<file path="src/rtl/lsu_pkg.sv">
// Shared definitions for the load/store unit: funct3 encodings, FSM states
// and the small decode helpers used when a request is accepted.
package lsu_pkg;

    localparam logic [2:0] F3_B  = 3'b000;
    localparam logic [2:0] F3_H  = 3'b001;
    localparam logic [2:0] F3_W  = 3'b010;
    localparam logic [2:0] F3_BU = 3'b100;
    localparam logic [2:0] F3_HU = 3'b101;

    typedef enum logic [1:0] {
        IDLE  = 2'd0,
        ISSUE = 2'd1,
        WAIT  = 2'd2,
        RESP  = 2'd3
    } lsu_state_t;

    // Byte enables for a store of the given size at the given byte offset.
    function automatic logic [3:0] byte_mask(input logic [2:0] funct3, input logic [1:0] addr_lo);
        case (funct3[1:0])
            2'b00:   byte_mask = 4'b0001 << addr_lo;
            2'b01:   byte_mask = 4'b0011 << addr_lo;
            default: byte_mask = 4'b1111;
        endcase
    endfunction

    // Replicate right-aligned store data across every lane it could land in,
    // so the byte mask alone selects the target bytes.
    function automatic logic [31:0] store_lanes(input logic [2:0] funct3, input logic [31:0] wdata);
        case (funct3[1:0])
            2'b00:   store_lanes = {4{wdata[7:0]}};
            2'b01:   store_lanes = {2{wdata[15:0]}};
            default: store_lanes = wdata;
        endcase
    endfunction

    // Size/alignment/funct3 legality; unsigned variants exist only for loads.
    function automatic logic is_legal(input logic store, input logic [2:0] funct3, input logic [1:0] addr_lo);
        case (funct3)
            F3_B:    is_legal = 1'b1;
            F3_H:    is_legal = ~addr_lo[0];
            F3_W:    is_legal = (addr_lo == 2'b00);
            F3_BU:   is_legal = ~store;
            F3_HU:   is_legal = ~store & ~addr_lo[0];
            default: is_legal = 1'b0;
        endcase
    endfunction

endpackage

</file>
<file path="src/rtl/load_extract.sv">
// Combinational byte/halfword lane select with sign or zero extension of a
// returned RAM word. Kept standalone so a cache return path can share it.
module load_extract
    import lsu_pkg::*;
(
    input  logic [31:0] word,
    input  logic [1:0]  addrLo,
    input  logic [2:0]  funct3,
    output logic [31:0] result
);

    logic [7:0]  lanes [4];
    logic [7:0]  byteSel;
    logic [15:0] halfSel;

    // Split the word into its four byte lanes.
    for (genvar gi = 0; gi < 4; gi++) begin : g_lane
        assign lanes[gi] = word[8*gi +: 8];
    end

    // Pick the addressed lane(s) and extend according to the load type.
    always_comb begin
        byteSel = lanes[addrLo];
        halfSel = addrLo[1] ? {lanes[3], lanes[2]} : {lanes[1], lanes[0]};
        case (funct3)
            F3_B:    result = {{24{byteSel[7]}}, byteSel};
            F3_H:    result = {{16{halfSel[15]}}, halfSel};
            F3_BU:   result = {24'd0, byteSel};
            F3_HU:   result = {16'd0, halfSel};
            default: result = word;
        endcase
    end

endmodule

</file>
<file path="src/rtl/load_store_unit.sv">
// Memory-stage initiator for the data RAM. One request per handshake; the
// RAM-side controls are registered at accept time so they appear in the cycle
// after the handshake with no combinational path from the request inputs.
module load_store_unit
    import lsu_pkg::*;
#(
    parameter int READ_LATENCY = 1
) (
    input  logic        clk,
    input  logic        resetn,
    input  logic        reqValid,
    output logic        reqReady,
    input  logic        reqStore,
    input  logic [2:0]  reqFunct3,
    input  logic [31:0] reqAddr,
    input  logic [31:0] reqWData,
    output logic        loadValid,
    output logic [31:0] loadData,
    output logic        storeDone,
    output logic        accessErr,
    output logic [31:0] memAddr,
    output logic        memRstrb,
    output logic [31:0] memWData,
    output logic [3:0]  memWMask,
    input  logic [31:0] memRData
);

    // Counter preload: the final WAIT cycle lines up with READ_LATENCY
    // cycles after the strobe cycle.
    localparam logic [1:0] LAT_INIT = 2'(READ_LATENCY - 1);

    lsu_state_t  state;
    logic        latStore;
    logic        latLegal;
    logic [2:0]  latFunct3;
    logic [1:0]  latAddrLo;
    logic [1:0]  latCnt;
    logic        reqLegal;
    logic [31:0] extracted;

    // Legality of the request currently on the input port.
    always_comb begin
        reqLegal = is_legal(reqStore, reqFunct3, reqAddr[1:0]);
    end

    load_extract u_extract (
        .word   (memRData),
        .addrLo (latAddrLo),
        .funct3 (latFunct3),
        .result (extracted)
    );

    // Request FSM with registered RAM-side and result outputs.
    always_ff @(posedge clk or negedge resetn) begin
        if (!resetn) begin
            state     <= IDLE;
            reqReady  <= 1'b1;
            latStore  <= 1'b0;
            latLegal  <= 1'b0;
            latFunct3 <= 3'd0;
            latAddrLo <= 2'd0;
            latCnt    <= 2'd0;
            loadValid <= 1'b0;
            loadData  <= 32'd0;
            storeDone <= 1'b0;
            accessErr <= 1'b0;
            memAddr   <= 32'd0;
            memRstrb  <= 1'b0;
            memWData  <= 32'd0;
            memWMask  <= 4'd0;
        end else begin
            // Pulse outputs default low every cycle.
            memRstrb  <= 1'b0;
            memWMask  <= 4'd0;
            storeDone <= 1'b0;
            accessErr <= 1'b0;
            loadValid <= 1'b0;

            case (state)
                IDLE: begin
                    if (reqValid) begin
                        latStore  <= reqStore;
                        latLegal  <= reqLegal;
                        latFunct3 <= reqFunct3;
                        latAddrLo <= reqAddr[1:0];
                        memAddr   <= {reqAddr[31:2], 2'b00};
                        if (!reqLegal) begin
                            accessErr <= 1'b1;
                        end else if (reqStore) begin
                            memWMask  <= byte_mask(reqFunct3, reqAddr[1:0]);
                            memWData  <= store_lanes(reqFunct3, reqWData);
                            storeDone <= 1'b1;
                        end else begin
                            memRstrb  <= 1'b1;
                        end
                        reqReady <= 1'b0;
                        state    <= ISSUE;
                    end
                end

                ISSUE: begin
                    if (latLegal && !latStore) begin
                        latCnt <= LAT_INIT;
                        state  <= WAIT;
                    end else begin
                        reqReady <= 1'b1;
                        state    <= IDLE;
                    end
                end

                WAIT: begin
                    if (latCnt == 2'd0) begin
                        loadData  <= extracted;
                        loadValid <= 1'b1;
                        state     <= RESP;
                    end else begin
                        latCnt <= latCnt - 2'd1;
                    end
                end

                RESP: begin
                    reqReady <= 1'b1;
                    state    <= IDLE;
                end

                default: begin
                    reqReady <= 1'b1;
                    state    <= IDLE;
                end
            endcase
        end
    end

endmodule
</file>
<file path="config.mk">
export PLATFORM = sky130hd
export DESIGN_NAME = load_store_unit
export DESIGN_NICKNAME = d
export VERILOG_FILES = /design/src/rtl/lsu_pkg.sv /design/src/rtl/load_extract.sv /design/src/rtl/load_store_unit.sv
export SDC_FILE = /design/constraint.sdc
export NUM_CORES = 1
export LEC_CHECK = 0
export CAP_MARGIN = 20
export CORE_MARGIN = 1.5
export CORE_UTILIZATION = 23
export DETAILED_ROUTE_END_ITERATION = 7
export DONT_BUFFER_PORTS = 1
export GPL_TIMING_DRIVEN = 0
export REMOVE_ABC_BUFFERS = 1
export SYNTH_ARGS = -nofsm -noshare
export SYNTH_HDL_FRONTEND = slang
export SYNTH_HIERARCHICAL = 1
export SYNTH_SLANG_ARGS = --single-unit
</file>
<file path="constraint.sdc">
create_clock -name clk -period 2.4 [get_ports clk]
set_clock_uncertainty 0.05 [all_clocks]
set_input_delay 0.12 -clock clk [delete_from_list [all_inputs] [get_ports clk]]
set_output_delay 0.12 -clock clk [all_outputs]
set_load 0.1 [all_outputs]
</file>
### Yosys cells after proc, flatten, opt, wreduce, memory -nomap -nowiden

Cells that the tools add are included.

* bits in registers: 114
* input bits: 103
* output and inout port bits: 105
* logic and storage cells: 90

* add/subtract/negate cells: 1
* magnitude comparators: 1
* equality and inequality tests: 16
* shifts and indexed selects: 2
* muxes and demuxes: 35
* bitwise logic cells: 4
* reductions and logical operators: 16

Operator list (number)
* case mux 32 bit (4 select lines): 1
* case mux 32 bit (2 select lines): 1
* binary-select mux 8 bit (select 2 bit): 1
* two-way mux 16 bit: 1
* two-way mux 4 bit: 4
* two-way mux 8 bit: 2
* two-way mux 1 bit: 15
* == test 3 bit, second input constant: 4
* two-way mux 2 bit: 5
* != test 2 bit, second input constant: 5
* zero test 2 bit: 4
* case mux 2 bit (4 select lines): 1
* case mux 4 bit (2 select lines): 1
* == test 3 x 1 -> 1 bit, second input constant: 2
* zero test 3 bit: 2
* AND reduction 2 bit: 3
* AND reduction 3 bit: 2
* case mux 1 bit (5 select lines): 1
* == test 2 x 1 -> 1 bit, second input constant: 2
* == test 2 bit, second input constant: 2
* case mux 2 bit (2 select lines): 1
* AND reduction 4 bit: 1
* left shift 1 x 2 -> 4 bit, first input constant: 1
* left shift 2 x 2 -> 4 bit, first input constant: 1
* other kinds (11): 12

### Longest topological paths before layout

* depth after elaboration: 6
* depth in mapped cells: 6
* gate-level depth less buffers: 5

### Hierarchy

The synthesis kept the hierarchy.

Modules (own cells, without submodules)
* load_store_unit: times used 1, cells an instance 402, area each 4890.9 um2, seq. area each 2854.0 um2
* load_extract: times used 1, cells an instance 118, area each 799.5 um2, seq. area each 0.0 um2

### Least setup slack after synthesis

No wires, ideal clock.

* path kind: register to register
* from: reg latAddrLo[0]
* to: reg loadData[10]
* setup time: 0.126 ns
* arrival: 1.737 ns
* required time: 2.224 ns
* path slack: 0.487 ns
* cell stages (with the launch flop): 7
* buffers on the path: 2
* period minus slack after synthesis: 1.913 ns
* cells stage by stage: dfrtp_1 -> buf_6 -> mux4_2 -> and2_4 -> buf_6 -> a221o_1 -> mux2_2

* cells in the longest elaborated chain, start to end: 5

Ends and longest elaborated chain
* start: declaration: line load_store_unit.sv:36 `logic [1:0] latAddrLo;`
* start signal: assignment: line load_store_unit.sv:85 `latAddrLo <= reqAddr[1:0];`
* NOT 2 -> 3 bit (not written as such): line load_extract.sv:23 `byteSel = lanes[addrLo];`
* binary-select mux 8 bit (select 2 bit): line load_extract.sv:23
* two-way mux 8 bit (not written as such) (2 in series): line load_extract.sv:23
* case mux 32 bit (4 select lines): line load_extract.sv:25 `case (funct3)`
* via extracted[10]: line load_store_unit.sv:39 `logic [31:0] extracted;`
* end signal: assignment: line load_store_unit.sv:113 `loadData <= extracted;`
* end: declaration: line load_store_unit.sv:18 `output logic [31:0] loadData,`

The timed path passes the listed nets, and every way through them passes these cells. The select of a mux whose other input is x is not followed.
A chain may end at the register's enable or synchronous reset.

### Final worst setup path

* from: reg latFunct3[1]
* to: reg loadData[10]

* cells in the longest elaborated chain, start to end: 2
* elaborated cells between the ends (all ways): 5
* classes of those cells: 3 x eq/ne; 1 x mux; 1 x reduce/logical

Ends and longest elaborated chain
* start: declaration: line load_store_unit.sv:35 `logic [2:0] latFunct3;`
* start signal: assignment: line load_store_unit.sv:84 `latFunct3 <= reqFunct3;`
* == test 3 bit (tied with other cells): line load_extract.sv:25
* case mux 32 bit (4 select lines) *: line load_extract.sv:25
* via extracted[10]: line load_store_unit.sv:39

The timed path passes the listed nets; every way through them passes the cells marked *.

==> results by group <==
Layout
  – Commonest non-fill, non-tap cell in the layout: nand2_1
  – Area delta synth->final: 36.1%
  – Most frequent cells in the layout: nand2_1, dfrtp_1, dlygate4sd3_1
  – Total Nets Final: 719
  – Share of layout cells above drive strength 1: 20.4%
  – Inserted Diodes: 0

Flow run
  – Maxcap violations: 0

Die
  – Starting Density: 23.4%
  – Total Die Area: 25,700 µm²
  – Site Rows: 57
  – Ports: 208
  – Chip width: 160 µm
  – Chip Height: 160 µm
  – Core area: 24,300 µm²

Clock network
  – CTS Root Cell: clkbuf_16
  – Latest clock arrival within the worst-skew pair: 400 ps
  – Hold-fix buffers at CTS: 110
  – Max clock buf depth: 2
  – # H-tree levels: 4
  – CTS tree: yes
  – Worst-path clk slew: 60 ps
  – Clk sinks: 114
  – TritonCTS Buffers: 17

Run status
  – Failing checks: negative hold slack
  – Status: finished, violations left

Logic synthesis
  – Synth unique cells: 43
  – YS warnings: 6
  – Mean post-synth cell area: 10.9 µm²
  – Post-synth EDFFs: 0
  – Post-Syn Instances: 520
  – Yosys reg bits: 114
  – Ys flop type: dfrtp_1
  – Post-Syn Area: 5690 µm²
  – Register area share after synthesis: 50.2%
  – Async SR Flop Fraction: 100%

Place
  – Routability cong.: 0.746
  – I/O Buffers: 0
  – Post-placement setup slack: -363 ps
  – Hpwl dp: 9620 µm

STA
  – Slew Limit Fails: 0
  – Fmax: 445 MHz
  – RSZ-0062 raised after global routing: no
  – Final min period: 2250 ps
  – # setup viols final: 0
  – Final worst path period share: 93.7%
  – PnR worst setup slack: 151 ps
  – Slew @ Worst Pin: 978 ps
  – Worst hold slack: -643 ps
  – Final Hold Fails: 114
  – Worst slew margin: 34.8%

Hold path
  – Worst Hold Class: input port to asynchronous set/reset pin

Global route
  – Gr usage total: 12.7%
  – Largest net degree at the start of global routing: 115
  – Initial antenna violation count: 0
  – Grt ovf: 0
  – Vias in the first global route: 4,484
  – First-pass GRT wire length: 25,200 µm

Drt
  – Antenna Nets Post-Route: 0
  – Vias: 4,236
  – Routed vias/inst: 4.45
  – Average wire per standard cell: 17.1 µm
  – Final wirelength: 16,300 µm
  – DRC Markers: 0
  – Drt pass-1 iters: 4
  – DR iter-0 viols: 162

Critical path
  – Startpoint types: register
  – Delay-heaviest family, CP: flip-flops
  – CP Class: register to register
  – Slowest CP cell: dfrtp_1
  – Critical path fanouts, max: 23
  – Crit path arrival time: 2500 ps
  – Crit path buf inv count: 1
  – Crit path largest cell delay: 880 ps
  – Worst EP required: 2650 ps
  – CP cell instances: buf_16 -> nor2b_1 -> a22o_1 -> a221o_1 -> mux2_2
  – Crit end category: register
-- metrics by stage --
stage / util, % / instance area [µm²] / hold WS [ps] / cells / setup TNS, ps
finish: 31.9 / 7750 / -643 / 952 / 0
global placement: 24.0 / 5840 / -222 / 804 / -112990
CTS: 31.8 / 7740 / -673 / 952 / 0
global route: 31.9 / 7750 / -670 / 952 / 0
floorplan: - / 5440 / -226 / 480 / -40140
detailed placement: 24.5 / 5950 / -223 / 809 / -5850
-- worst reg2reg max path, stage by stage, from the launching register on --
cell and delay, ps:
dfrtp_1 880, buf_16 240, nor2b_1 170, a22o_1 240
a221o_1 300, mux2_2 260
-- final cells by class --
type | instances | area [µm²]
fillers | 2422 | 16600
flip-flops and latches | 114 | 2860
multi-input cells | 361 | 2580
repair buffers | 116 | 1230
clock buffers | 22 | 454
well taps | 324 | 405
clock inverters | 10 | 205
inverters | 5 | 18.8
-- cell families (layout without fill, tap and decap cells) --
logic type	count (synthesis)	after routing	synth area share [%]
compound gates	59	59	7.54
xor+xnor	1	1	0.154
fa+ha+maj	1	1	0.220
buf+inv	46	153	4.88
flops	114	114	50.2
mux	104	104	22.1
other cells	1	2	0.0659
simple gates	194	194	14.8
-- state kept, by name (all words and copies together) (netlist names), named ones only --
signal / flops
accessErr: 1
latAddrLo: 2
latCnt: 2
latFunct3: 3
latLegal: 1
latStore: 1
loadData: 32
loadValid: 1
memAddr: 30
memRstrb: 1
memWData: 32
memWMask: 4
reqReady: 1
state: 1
storeDone: 1
-- synth_stat cells (all sizes together) (2+ instances only) --
cell type  number  share of area [%]
buf            27                3.6
nor3b           3               0.48
o21ai          12                1.1
mux2           81                 18
a211oi          4               0.62
mux2i          22                3.9
nand3           2               0.18
nand2         151                 10
nor2b           9               0.99
nand2b          2               0.22
a21oi          14                1.2
nand3b         10                1.3
inv             5               0.33
dfrtp         113                 50
o21a            2               0.26
a22o            8                1.2
o22a            9                1.4
nor3            3               0.26
nor2            8               0.57
or3b            2               0.31
clkbuf         14               0.92
a221o           8                1.4
-- layer usage --
layer / GRT usage, % / vias to the layer above / wire length, µm
li1: - / 1960 / -
met1: 15.9 / 2091 / 7160
met2: 20.0 / 177 / 7610
met3: 4.62 / 8 / 1370
met4: 4.50 / 0 / 159
met5: 0 / - / 0
-- path summary, 6_finish.rpt --
| check | start | endpoint | slack [ps] | cells past startpoint |
|---|---|---|---|---|
| setup / recovery | latFunct3[1]$_DFFE_PN0P_ | loadData[10]$_DFFE_PN0P_ | 150 | 5 |
| hold / removal | resetn | loadData[10]$_DFFE_PN0P_ | -640 | 0 |
| setup reg to reg | latFunct3[1]$_DFFE_PN0P_ | loadData[10]$_DFFE_PN0P_ | 150 | 5 |
| hold reg to reg | latStore$_DFFE_PN0P_ | latStore$_DFFE_PN0P_ | 450 | 2 |
| max in group asynchronous | resetn | reqReady$_DFFE_PN1P_ | 2690 | 0 |
| min in group clk | reqWData[0] | memWData[24]$_DFFE_PN0P_ | 30 | 3 |
-- repair_timing --
item	in CTS	in global routing
cloned	0	0
setup endpoints to repair	24	22
hold endpoints to repair	222	114
setup buffers	1	0
pin swaps	1	0
gates resized for setup	1	2
Power is left out: the tool's default activity adds up to more than one toggle a clock period on the data nets, which glitch-free logic cannot reach.
